### config.mk
export PLATFORM = sky130hd
export DESIGN_NAME = reg_bus_sequencer
export DESIGN_NICKNAME = d
export VERILOG_FILES = /design/src/rtl/reg_bus_sequencer_pkg.sv /design/src/rtl/reg_bus_sequencer_onehot_decoder.sv /design/src/rtl/reg_bus_sequencer.sv
export SDC_FILE = /design/constraint.sdc
export NUM_CORES = 1
export LEC_CHECK = 0
export CORE_UTILIZATION = 30
export CTS_BUF_LIST = sky130_fd_sc_hd__clkbuf_16
export DETAILED_ROUTE_END_ITERATION = 10
export PLACE_DENSITY = 0.65
export SKIP_CTS_REPAIR_TIMING = 1
export SLEW_MARGIN = 40
export SYNTH_ARGS = -nofsm -noshare
export SYNTH_HDL_FRONTEND = slang
export SYNTH_SLANG_ARGS = --single-unit
### constraint.sdc
create_clock -name clk -period 3.87 [get_ports clk]
set_input_delay 0.774 -clock clk [delete_from_list [all_inputs] [get_ports clk]]
set_output_delay 0.774 -clock clk [all_outputs]
set_load 0.005 [all_outputs]
### src/rtl/reg_bus_sequencer_pkg.sv
// Shared definitions for the register-bus sequencer.
//   state_t     : sequencer FSM state encoding (IDLE, DRIVE, LOAD, DONE)
//   BUS1, BUS2  : values of the bus-select field (0 = bus1, 1 = bus2)
//   clog2()     : ceiling log2, used to size register-select fields
package reg_bus_sequencer_pkg;

  typedef enum logic [1:0] {
    IDLE  = 2'd0,
    DRIVE = 2'd1,
    LOAD  = 2'd2,
    DONE  = 2'd3
  } state_t;

  localparam logic BUS1 = 1'b0;
  localparam logic BUS2 = 1'b1;

  function automatic int clog2(input int n);
    int r;
    r = 0;
    while ((1 << r) < n) r++;
    return r;
  endfunction

endpackage

### src/rtl/reg_bus_sequencer_onehot_decoder.sv
// Index-to-one-hot decoder used for the load and output-enable strobes.
// Ports:
//   idx    : register index to select
//   en     : when low the output is all zero
//   onehot : NREGS-bit one-hot (or zero) strobe vector
// Indices outside 0..NREGS-1 decode to zero.
module onehot_decoder #(
  parameter int NREGS = 4,
  parameter int SELW  = 2
) (
  input  logic [SELW-1:0]  idx,
  input  logic             en,
  output logic [NREGS-1:0] onehot
);

  always_comb begin
    onehot = '0;
    if (en && (int'(idx) < NREGS)) onehot[idx] = 1'b1;
  end

endmodule

### src/rtl/reg_bus_sequencer.sv
// Sequences register-to-register transfers over two shared tri-state buses:
// drive (settle) -> load -> turnaround, one request per handshake.
// Ports:
//   clk, rst            : rising-edge clock, synchronous active-high reset
//   req_valid/req_ready : request handshake (ready only in IDLE)
//   req_src, req_dst    : driving / loading register indices
//   req_bus             : 0 = bus1 (enable1), 1 = bus2 (enable2)
//   req_load            : 1 = move src->dst, 0 = drive-only
//   load                : per-register load strobes (one-hot or zero)
//   enable1, enable2    : per-register bus output enables (one-hot or zero)
//   bus_active          : bit0/bit1 = bus1/bus2 currently driven
//   done                : one-cycle pulse, transfer complete
//   err                 : one-cycle pulse, request rejected
// Strobes are decoded only from registered state and latched request fields.
module reg_bus_sequencer
  import reg_bus_sequencer_pkg::*;
#(
  parameter  int NREGS = 4,
  localparam int SELW  = clog2(NREGS)
) (
  input  logic             clk,
  input  logic             rst,
  input  logic             req_valid,
  output logic             req_ready,
  input  logic [SELW-1:0]  req_src,
  input  logic [SELW-1:0]  req_dst,
  input  logic             req_bus,
  input  logic             req_load,
  output logic [NREGS-1:0] load,
  output logic [NREGS-1:0] enable1,
  output logic [NREGS-1:0] enable2,
  output logic [1:0]       bus_active,
  output logic             done,
  output logic             err
);

  state_t          state, state_next;
  logic            err_q, err_next;
  logic [SELW-1:0] src_q, dst_q;
  logic            bus_q, load_q;
  logic            accept, illegal;
  logic            drive_on, load_on;

  always_comb begin
    illegal    = (req_load && (req_src == req_dst)) ||
                 (int'(req_src) >= NREGS) || (int'(req_dst) >= NREGS);
    accept     = (state == IDLE) && req_valid;
    state_next = state;
    err_next   = 1'b0;
    case (state)
      IDLE: begin
        if (req_valid) begin
          if (illegal) err_next   = 1'b1;
          else         state_next = DRIVE;
        end
      end
      DRIVE:   state_next = load_q ? LOAD : DONE;
      LOAD:    state_next = DONE;
      DONE:    state_next = IDLE;
      default: state_next = IDLE;
    endcase
  end

  always_ff @(posedge clk) begin
    if (rst) begin
      state <= IDLE;
      err_q <= 1'b0;
    end else begin
      state <= state_next;
      err_q <= err_next;
    end
  end

  // Request fields are plain data: latched on any IDLE edge with valid,
  // they are only consulted once the FSM has left IDLE.
  always_ff @(posedge clk) begin
    if (accept) begin
      src_q  <= req_src;
      dst_q  <= req_dst;
      bus_q  <= req_bus;
      load_q <= req_load;
    end
  end

  assign drive_on = (state == DRIVE) || (state == LOAD);
  // Gating with rst keeps the destination from capturing on an aborting edge.
  assign load_on  = (state == LOAD) && !rst;

  onehot_decoder #(.NREGS(NREGS), .SELW(SELW)) u_dec_load (
    .idx(dst_q), .en(load_on), .onehot(load)
  );

  onehot_decoder #(.NREGS(NREGS), .SELW(SELW)) u_dec_en1 (
    .idx(src_q), .en(drive_on && (bus_q == BUS1)), .onehot(enable1)
  );

  onehot_decoder #(.NREGS(NREGS), .SELW(SELW)) u_dec_en2 (
    .idx(src_q), .en(drive_on && (bus_q == BUS2)), .onehot(enable2)
  );

  assign bus_active = {|enable2, |enable1};
  assign done       = (state == DONE);
  assign err        = err_q;
  assign req_ready  = (state == IDLE) && !rst;

endmodule

# Yosys cells after proc, flatten, opt, wreduce, memory -nomap -nowiden
# Index checks and enable logic that the tools add are counted.
[word_totals] register_bits=9 input_bits=9 output_inout_bits=17 elab_cells=46
[classes] n_lt_le_gt_ge=4 n_eq_ne=6 n_mux=12 bitwise_logic=3 n_reduce_logical=15
[ops] op="two-way mux 4 bit" n=3
[ops] op="logical AND 1 bit" n=8
[ops] op="case mux 2 bit (4 select lines)" n=1
[ops] op="OR reduction 4 bit" n=2
[ops] op="< comparator 2 x 3 -> 1 bit, second input constant" n=2
[ops] op="demux 1 bit (select 2 bit)" n=2
[ops] op="== test 2 bit, second input constant" n=2
[ops] op=">= comparator 2 x 1 -> 1 bit, second input constant" n=2
[ops] op="two-way mux 1 bit" n=4
[ops] op="two-way mux 2 bit" n=2
[ops] op="inequality test 2 bit, second input constant" n=2
[ops] op="NOT 1 bit" n=3
[ops] op="OR reduction 3 bit" n=1
[ops] op="== test 2 x 1 -> 1 bit, second input constant" n=1
[ops] op="== test 2 bit" n=1
[ops] op="zero test 2 bit" n=1
[ops] op="AND reduction 2 bit" n=1
[ops] op="zero test 1 bit" n=1
[ops] op="logical OR 1 bit" n=1

# Logic depth before layout (Yosys ltp)
# Gate-level depths: netlist of run 1.
[logic_depth] depth_word=6 ltp_mapped=5 ltp_nobuf=5

# By module
# Synthesis of run 1 repeated with hierarchy kept, for this count alone.
[hier_totals] hier_cells=51 area_unflattened_um2=581.8
[by_module_without_submodules] module="reg_bus_sequencer" instances=1 cells_per_inst=39 area_each_um2=469.2 seq_area_each_um2=240.2
[by_module_without_submodules] module="onehot_decoder" instances=3 cells_per_inst=4 area_each_um2=37.5 seq_area_each_um2=0.0

# Worst setup path after synthesis of run 1
# No wires, ideal clock.
[synth_timing] kind="input port to output port" startpoint="in rst" endpoint="out load[1]" t_arrival_ns=1.245 t_required_ns=3.096 path_slack_ns=1.851 cell_stages=2 n_path_buf=1 path_cell_list="clkbuf_1 > nor4bb_1"
[synth_between] elab_chain_len=3
[synth_lines] item="start, declared" line_no="reg_bus_sequencer.sv:22" text="input logic rst,"
[synth_lines] item="zero test 1 bit" line_no="reg_bus_sequencer.sv:87" text="assign load_on = (state == LOAD) && !rst;"
[synth_lines] item="logical AND 1 bit" line_no="reg_bus_sequencer.sv:87"
[synth_lines] item="two-way mux 4 bit" line_no="reg_bus_sequencer_onehot_decoder.sv:18" text="if (en && (int'(idx) < NREGS)) onehot[idx] = 1'b1;"
[synth_lines] item="end, declared" line_no="reg_bus_sequencer.sv:29" text="output logic [NREGS-1:0] load,"
# No other way between the ends.

# Worst setup path in the final report of run 1
[layout_timing] startpoint="in rst" endpoint="out load[0]"
# Same word-level chain as after synthesis.

==> results of run 1 <==
metal layers:
| metal | track usage [%] | vias up | part of all wire (%) |
|---|---|---|---|
| li1 | - | 243 | - |
| met1 | 19.85 | 202 | 52 |
| met2 | 15.00 | 16 | 44 |
| met3 | 1.224 | 0 | 3.8 |
| met4 | 7.273 | 0 | 0 |
| met5 | 0 | - | 0 |
power groups by stage:
stage / Sequential [uW] / Clock, uW / Combinational [uW]
floorplan: 151 / 0 / 124
global placement: 155 / 0 / 218
detailed placement: 157 / 0 / 219
CTS: 155 / 181 / 221
global route: 162 / 185 / 242
finish: 156 / 177 / 219
synthesized netlist by cell type (all sizes together):
| cell | instances | share of area (%) |
|---|---|---|
| mux2i | 1 | 1.8 |
| edfxtp | 6 | 33 |
| dfxtp | 3 | 11 |
| nand3b | 2 | 2.8 |
| nand2b | 6 | 6.9 |
| clkbuf | 1 | 0.69 |
| ha | 5 | 11 |
| nand2 | 3 | 2.1 |
| nor4b | 1 | 1.6 |
| nor2 | 8 | 5.5 |
| xor2 | 2 | 3.2 |
| nor4bb | 2 | 3.7 |
| and2 | 1 | 1.2 |
| o32ai | 1 | 3.0 |
| nor3 | 3 | 2.8 |
| mux2 | 1 | 2.1 |
| inv | 6 | 4.1 |
| and4b | 1 | 1.8 |
| a31oi | 1 | 1.2 |
tightest hold or removal path, cell delays in order (launching register included):
cell      delay (ns)
dfxtp_1         0.35
nand2b_1        0.09
mux2i_1         0.06
logic make-up (layout without fill, tap and decap cells):
kind of cell	after synthesis	in the layout	share of synthesized area, %
simple gates	27	27	28.28
flops	9	9	44.14
buf+inv	7	35	4.827
fa+ha+maj	5	5	11.49
compound gates	2	2	4.139
xor+xnor	2	2	3.219
mux	2	2	3.908
through the flow:
stage | util (%) | worst slack, ns
floorplan | - | 1.851
global placement | 48.13 | 0.9355
detailed placement | 48.13 | 0.9112
CTS | 52.75 | 0.9077
global route | 52.75 | 0.7951
finish | 52.75 | 0.9204
registers in the layout (all words and copies together), names as in the netlist:
register	flops
bus_q	1
err	1
load_q	1
dst_q	2
state	2
src_q	2
cell type report:
cell class	instances	area share, %
multi-input cells	38	30.83
clock buffers	3	8.333
inverters	6	2.500
flip-flops and latches	9	26.67
repair buffers	25	27.78
well taps	25	3.472
clock inverters	1	0.4167
worst max path at each step:
| stage | depth (start not counted) | slack (ns) | to |
|---|---|---|---|
| 2_1_floorplan | 2 | 1.85 | load[1] |
| 3_3_place_gp | 3 | 0.94 | load[2] |
| 3_5_place_dp | 3 | 0.91 | load[1] |
| 4_1_cts | 3 | 0.91 | load[1] |
| 5_1_grt | 3 | 0.80 | load[0] |
| 6_report | 3 | 0.92 | load[0] |
==> impl_metrics.env, run 1 <==
export IMPL_drc=0
export IMPL_synth_nets=68
export IMPL_pwr_share_seq_pct=28.2
export IMPL_swShare_pct=30.33
export IMPL_r2r_end="state[0]$_SDFFE_PP0P_"
export IMPL_clk_pin_slew_ns=0.04
export IMPL_wire_per_inst_um=10.36
export IMPL_row_count=15
export IMPL_design_area_um2=900.9
export IMPL_leakage_uw=0.0003582
export IMPL_holdCritPathClass="register to register"
export IMPL_wl_um=1108
export IMPL_multi_input_comb_area_um2=277.8
export IMPL_post_dp_cell_area_um2=822.0
export IMPL_grt_max_degree=11
export IMPL_status="finished, final reports clean"
export IMPL_vias=461
export IMPL_clock_latency_ns=0.23
export IMPL_drv_slew=0
export IMPL_yosysWarnings=0
export IMPL_grt_pass1_wl_um=1773
export IMPL_relSlewSlack_pct=78.48
export IMPL_dpl_hpwl_um=874.6
export IMPL_min_period_over_period_pct=76.22
export IMPL_combPwrFrac_pct=39.7
export IMPL_final_cells=107
export IMPL_reg2reg_from="state[0]$_SDFFE_PP0P_"
export IMPL_worst_path_buf_inv=2
export IMPL_clock_power_share_pct=32.1
export IMPL_syn_area_um2=544.3
export IMPL_rr_worst_depth=5
export IMPL_start_kind="input pin"
export IMPL_seq_area_frac_synth_pct=44.14
export IMPL_path_cells="clkdlybuf4s50_1 -> nor4b_1 -> clkdlybuf4s50_1"
export IMPL_period_needed_ns=2.950
export IMPL_cap_viol_max_count=0
export IMPL_grt_pass1_vias=422
export IMPL_netSwitchingPower_uw=167.5
export IMPL_timing_fmax_ghz=0.3390
export IMPL_required_ns=3.10
export IMPL_dp_cells=103
export IMPL_path_delay_family="buffers and inverters"
export IMPL_drive_above_1_share_pct=4.878
export IMPL_cts_root_buffer="clkbuf_16"
export IMPL_p_total_uw=552.4
export IMPL_cts_sinks=9
export IMPL_cpMostUsedCell="clkdlybuf4s50_1"
export IMPL_crit_path_end_kind="output pin"
export IMPL_syn_area_per_cell_um2=10.08
export IMPL_cts_buffer_depth=2
export IMPL_final_common_cell="clkdlybuf4s50_1"
export IMPL_r2r_slack_ns=2.37
export IMPL_hp_start="state[1]$_SDFFE_PP0P_"
export IMPL_start_util_pct=31.87
export IMPL_power_density_nw_per_um2=613.2
export IMPL_fin_worst_skew_ns=0.002057
export IMPL_worst_path_max_delay_cell="clkdlybuf4s50_1"
export IMPL_rsz0062_at_grt="false"
export IMPL_dieArea_um2=1989
export IMPL_whs_endpoint="state[1]$_SDFFE_PP0P_"
export IMPL_diodes=0
export IMPL_numCtsBuffers=3
export IMPL_core_area_um2=1708
export IMPL_seq_area_um2=240.2
export IMPL_syn_inst=54
export IMPL_die_y_um=44.60
export IMPL_setup_violations=0
export IMPL_vdd_drop_max_v=0.0003780
export IMPL_grt_usage_pct=12.22
export IMPL_nNetsFinal=97
export IMPL_die_x_um=44.60
export IMPL_fillCellCount=150
export IMPL_cts_tree="yes"
export IMPL_io_pins=26
export IMPL_hold_slack_ns=0.5433
export IMPL_synth_seq_cells=9
export IMPL_areaGrowthSynthToFinish_pct=65.52
export IMPL_drt_first_pass_iters=4
export IMPL_tns_ns=0
export IMPL_antenna_found_initial=0
export IMPL_hold_violations=0
export IMPL_cpPeakStageDelay_ns=0.55
export IMPL_drtAntennaViolNets=0
export IMPL_cp_max_fo=10
export IMPL_holdPathStages=2
export IMPL_vias_per_cell=4.308
export IMPL_port_buffers=25
export IMPL_drt_iter0_drc=12
export IMPL_critical_path_class="input pin to output pin"
export IMPL_place_gp_congestion=0.7209
export IMPL_overflow=0
export IMPL_htree_levels=1
export IMPL_p_int_uw=384.9
export IMPL_worst_pin_slew_ns=0.3229
export IMPL_startpoint="rst"
export IMPL_final_cell_mix="clkdlybuf4s50_1, nor2_1, inv_1"
export IMPL_ys_types=19
export IMPL_arrival_ns=2.18
No activity file was read; power rests on OpenSTA's default activity.
==> inputs of run 2 (changes only) <==
==> constraint.sdc (replaced) <==
create_clock -name clk -period 3 [get_ports clk]
set_input_delay 0.6 -clock clk [delete_from_list [all_inputs] [get_ports clk]]
set_output_delay 0.6 -clock clk [all_outputs]
set_load 0.005 [all_outputs]
==> results of run 2 <==
Same layout as run 1 (identical final DEF). Status: finished, final reports clean.
Main changes from that run: setup slack after placement 0.9112 ns -> 0.3892 ns; setup slack after layout 0.9204 ns -> 0.3984 ns; register-to-register setup slack 2.37 ns -> 1.50 ns; total power 552.4 uW -> 712.7 uW; worst IR drop on VDD 0.0003780 V -> 0.0004876 V
==> inputs of run 3 (changes only) <==
--- a/config.mk
+++ b/config.mk
@@ -5,10 +5,10 @@
 export SDC_FILE = /design/constraint.sdc
 export NUM_CORES = 1
 export LEC_CHECK = 0
-export CORE_UTILIZATION = 30
+export CORE_UTILIZATION = 38
 export CTS_BUF_LIST = sky130_fd_sc_hd__clkbuf_16
 export DETAILED_ROUTE_END_ITERATION = 10
-export PLACE_DENSITY = 0.65
+export PLACE_DENSITY = 0.78
 export SKIP_CTS_REPAIR_TIMING = 1
 export SLEW_MARGIN = 40
 export SYNTH_ARGS = -nofsm -noshare
==> impl_metrics.env, run 3 (same netlist as run 1, synthesis figures left out) <==
export IMPL_tns_ns=0
export IMPL_cts_buffer_depth=2
export IMPL_relSlewSlack_pct=77.71
export IMPL_hold_violations=0
export IMPL_drt_first_pass_iters=3
export IMPL_fin_ws_ns=0.3494
export IMPL_cts_sinks=9
export IMPL_nNetsFinal=97
export IMPL_cap_viol_max_count=0
export IMPL_grt_max_degree=11
export IMPL_vias=486
export IMPL_cts_tree="yes"
export IMPL_seq_area_um2=240.2
export IMPL_dpl_hpwl_um=869
export IMPL_start_kind="input pin"
export IMPL_p_total_uw=720.8
export IMPL_drive_above_1_share_pct=4.878
export IMPL_dieArea_um2=1588
export IMPL_vias_per_cell=5.010
export IMPL_antenna_found_initial=0
export IMPL_numCtsBuffers=3
export IMPL_areaGrowthSynthToFinish_pct=63.22
export IMPL_final_cells=97
export IMPL_cpPeakStageDelay_ns=0.57
export IMPL_final_common_cell="clkdlybuf4s50_1"
export IMPL_dp_slack_ns=0.3564
export IMPL_die_y_um=39.85
export IMPL_arrival_ns=2.05
export IMPL_diodes=0
export IMPL_critical_path_class="input pin to output pin"
export IMPL_final_cell_mix="clkdlybuf4s50_1, nor2_1, inv_1"
export IMPL_drc=0
export IMPL_grt_usage_pct=18.65
export IMPL_worst_pin_slew_ns=0.3333
export IMPL_drtAntennaViolNets=0
export IMPL_period_needed_ns=2.651
export IMPL_wire_per_inst_um=13.07
export IMPL_dp_cells=93
export IMPL_status="finished, final reports clean"
export IMPL_grt_pass1_vias=440
export IMPL_reg_top3="dst_q x2, src_q x2, state x2"
export IMPL_clock_latency_ns=0.24
export IMPL_clk_pin_slew_ns=0.04
export IMPL_vdd_drop_max_v=0.0005876
export IMPL_timing_fmax_ghz=0.3773
export IMPL_crit_path_end_kind="output pin"
export IMPL_fillCellCount=101
export IMPL_wl_um=1268
export IMPL_rsz0062_at_grt="false"
export IMPL_drv_slew=0
export IMPL_worst_path_buf_inv=2
export IMPL_path_delay_family="buffers and inverters"
export IMPL_grt_pass1_wl_um=1828
export IMPL_drt_iter0_drc=6
export IMPL_path_cells="clkdlybuf4s50_1 -> nor4b_1 -> clkdlybuf4s50_1"
export IMPL_io_pins=26
export IMPL_setup_violations=0
export IMPL_cts_root_buffer="clkbuf_16"
export IMPL_power_density_nw_per_um2=811.4
export IMPL_cpMostUsedCell="clkdlybuf4s50_1"
export IMPL_cp_max_fo=10
export IMPL_holdCritPathClass="register to register"
export IMPL_multi_input_comb_area_um2=277.8
export IMPL_leakage_uw=0.0003582
export IMPL_worst_path_max_delay_cell="clkdlybuf4s50_1"
export IMPL_place_gp_congestion=0.7484
export IMPL_die_x_um=39.85
export IMPL_htree_levels=1
export IMPL_hold_slack_ns=0.5447
export IMPL_required_ns=2.40
export IMPL_overflow=0
export IMPL_row_count=13
export IMPL_port_buffers=25
export IMPL_start_util_pct=41.31
export IMPL_core_area_um2=1318
export IMPL_fin_worst_skew_ns=0.001786
export IMPL_min_period_over_period_pct=88.35
-- run 3: power by group --
| part | leakage, uW | switching, uW | internal [uW] | total, uW |
|---|---|---|---|---|
| logic | 0.000234 | 135 | 150 | 286 |
| registers | 0.0000817 | 29.6 | 172 | 201 |
| clock network | 0.0000423 | 59.5 | 174 | 234 |
-- run 3: worst reg2reg max path, stage by stage, from the launching register on --
cell and delay [ns]:
dfxtp_1 0.34, inv_1 0.13, ha_1 0.21, nand2_1 0.08
o32ai_2 0.27, mux2_1 0.35
-- run 3: cell type report --
| cell class | instances | area share (%) |
|---|---|---|
| clock buffers | 3 | 8.451 |
| inverters | 6 | 2.535 |
| clock inverters | 1 | 0.4225 |
| multi-input cells | 38 | 31.27 |
| repair buffers | 25 | 28.17 |
| flip-flops and latches | 9 | 27.04 |
| well taps | 15 | 2.113 |
-- run 3: final timing paths --
path	start	end	slack, ns	depth (start not counted)
worst max-delay path	rst	load[0]	0.35	3
worst min-delay path	state[1]$_SDFFE_PP0P_	state[1]$_SDFFE_PP0P_	0.54	2
worst max register to register	state[0]$_SDFFE_PP0P_	state[0]$_SDFFE_PP0P_	1.51	5
worst min register to register	state[1]$_SDFFE_PP0P_	state[1]$_SDFFE_PP0P_	0.54	2
-- run 3: stage by stage --
stage	util [%]	area, um2
after global routing	67.43	888.4
after floorplan	-	544.3
after global placement	61.44	809.5
final	67.43	888.4
after CTS	67.43	888.4
after detailed placement	61.44	809.5
-- run 3: metal layers --
layer	up-vias	share of wire, %	GRT usage [%]	routed length (um)
li1	245	-	-	-
met1	220	45	20.98	570
met2	16	49	27.46	615
met3	5	3.5	4.545	44
met4	0	3.0	18.97	38
met5	-	0	0	0
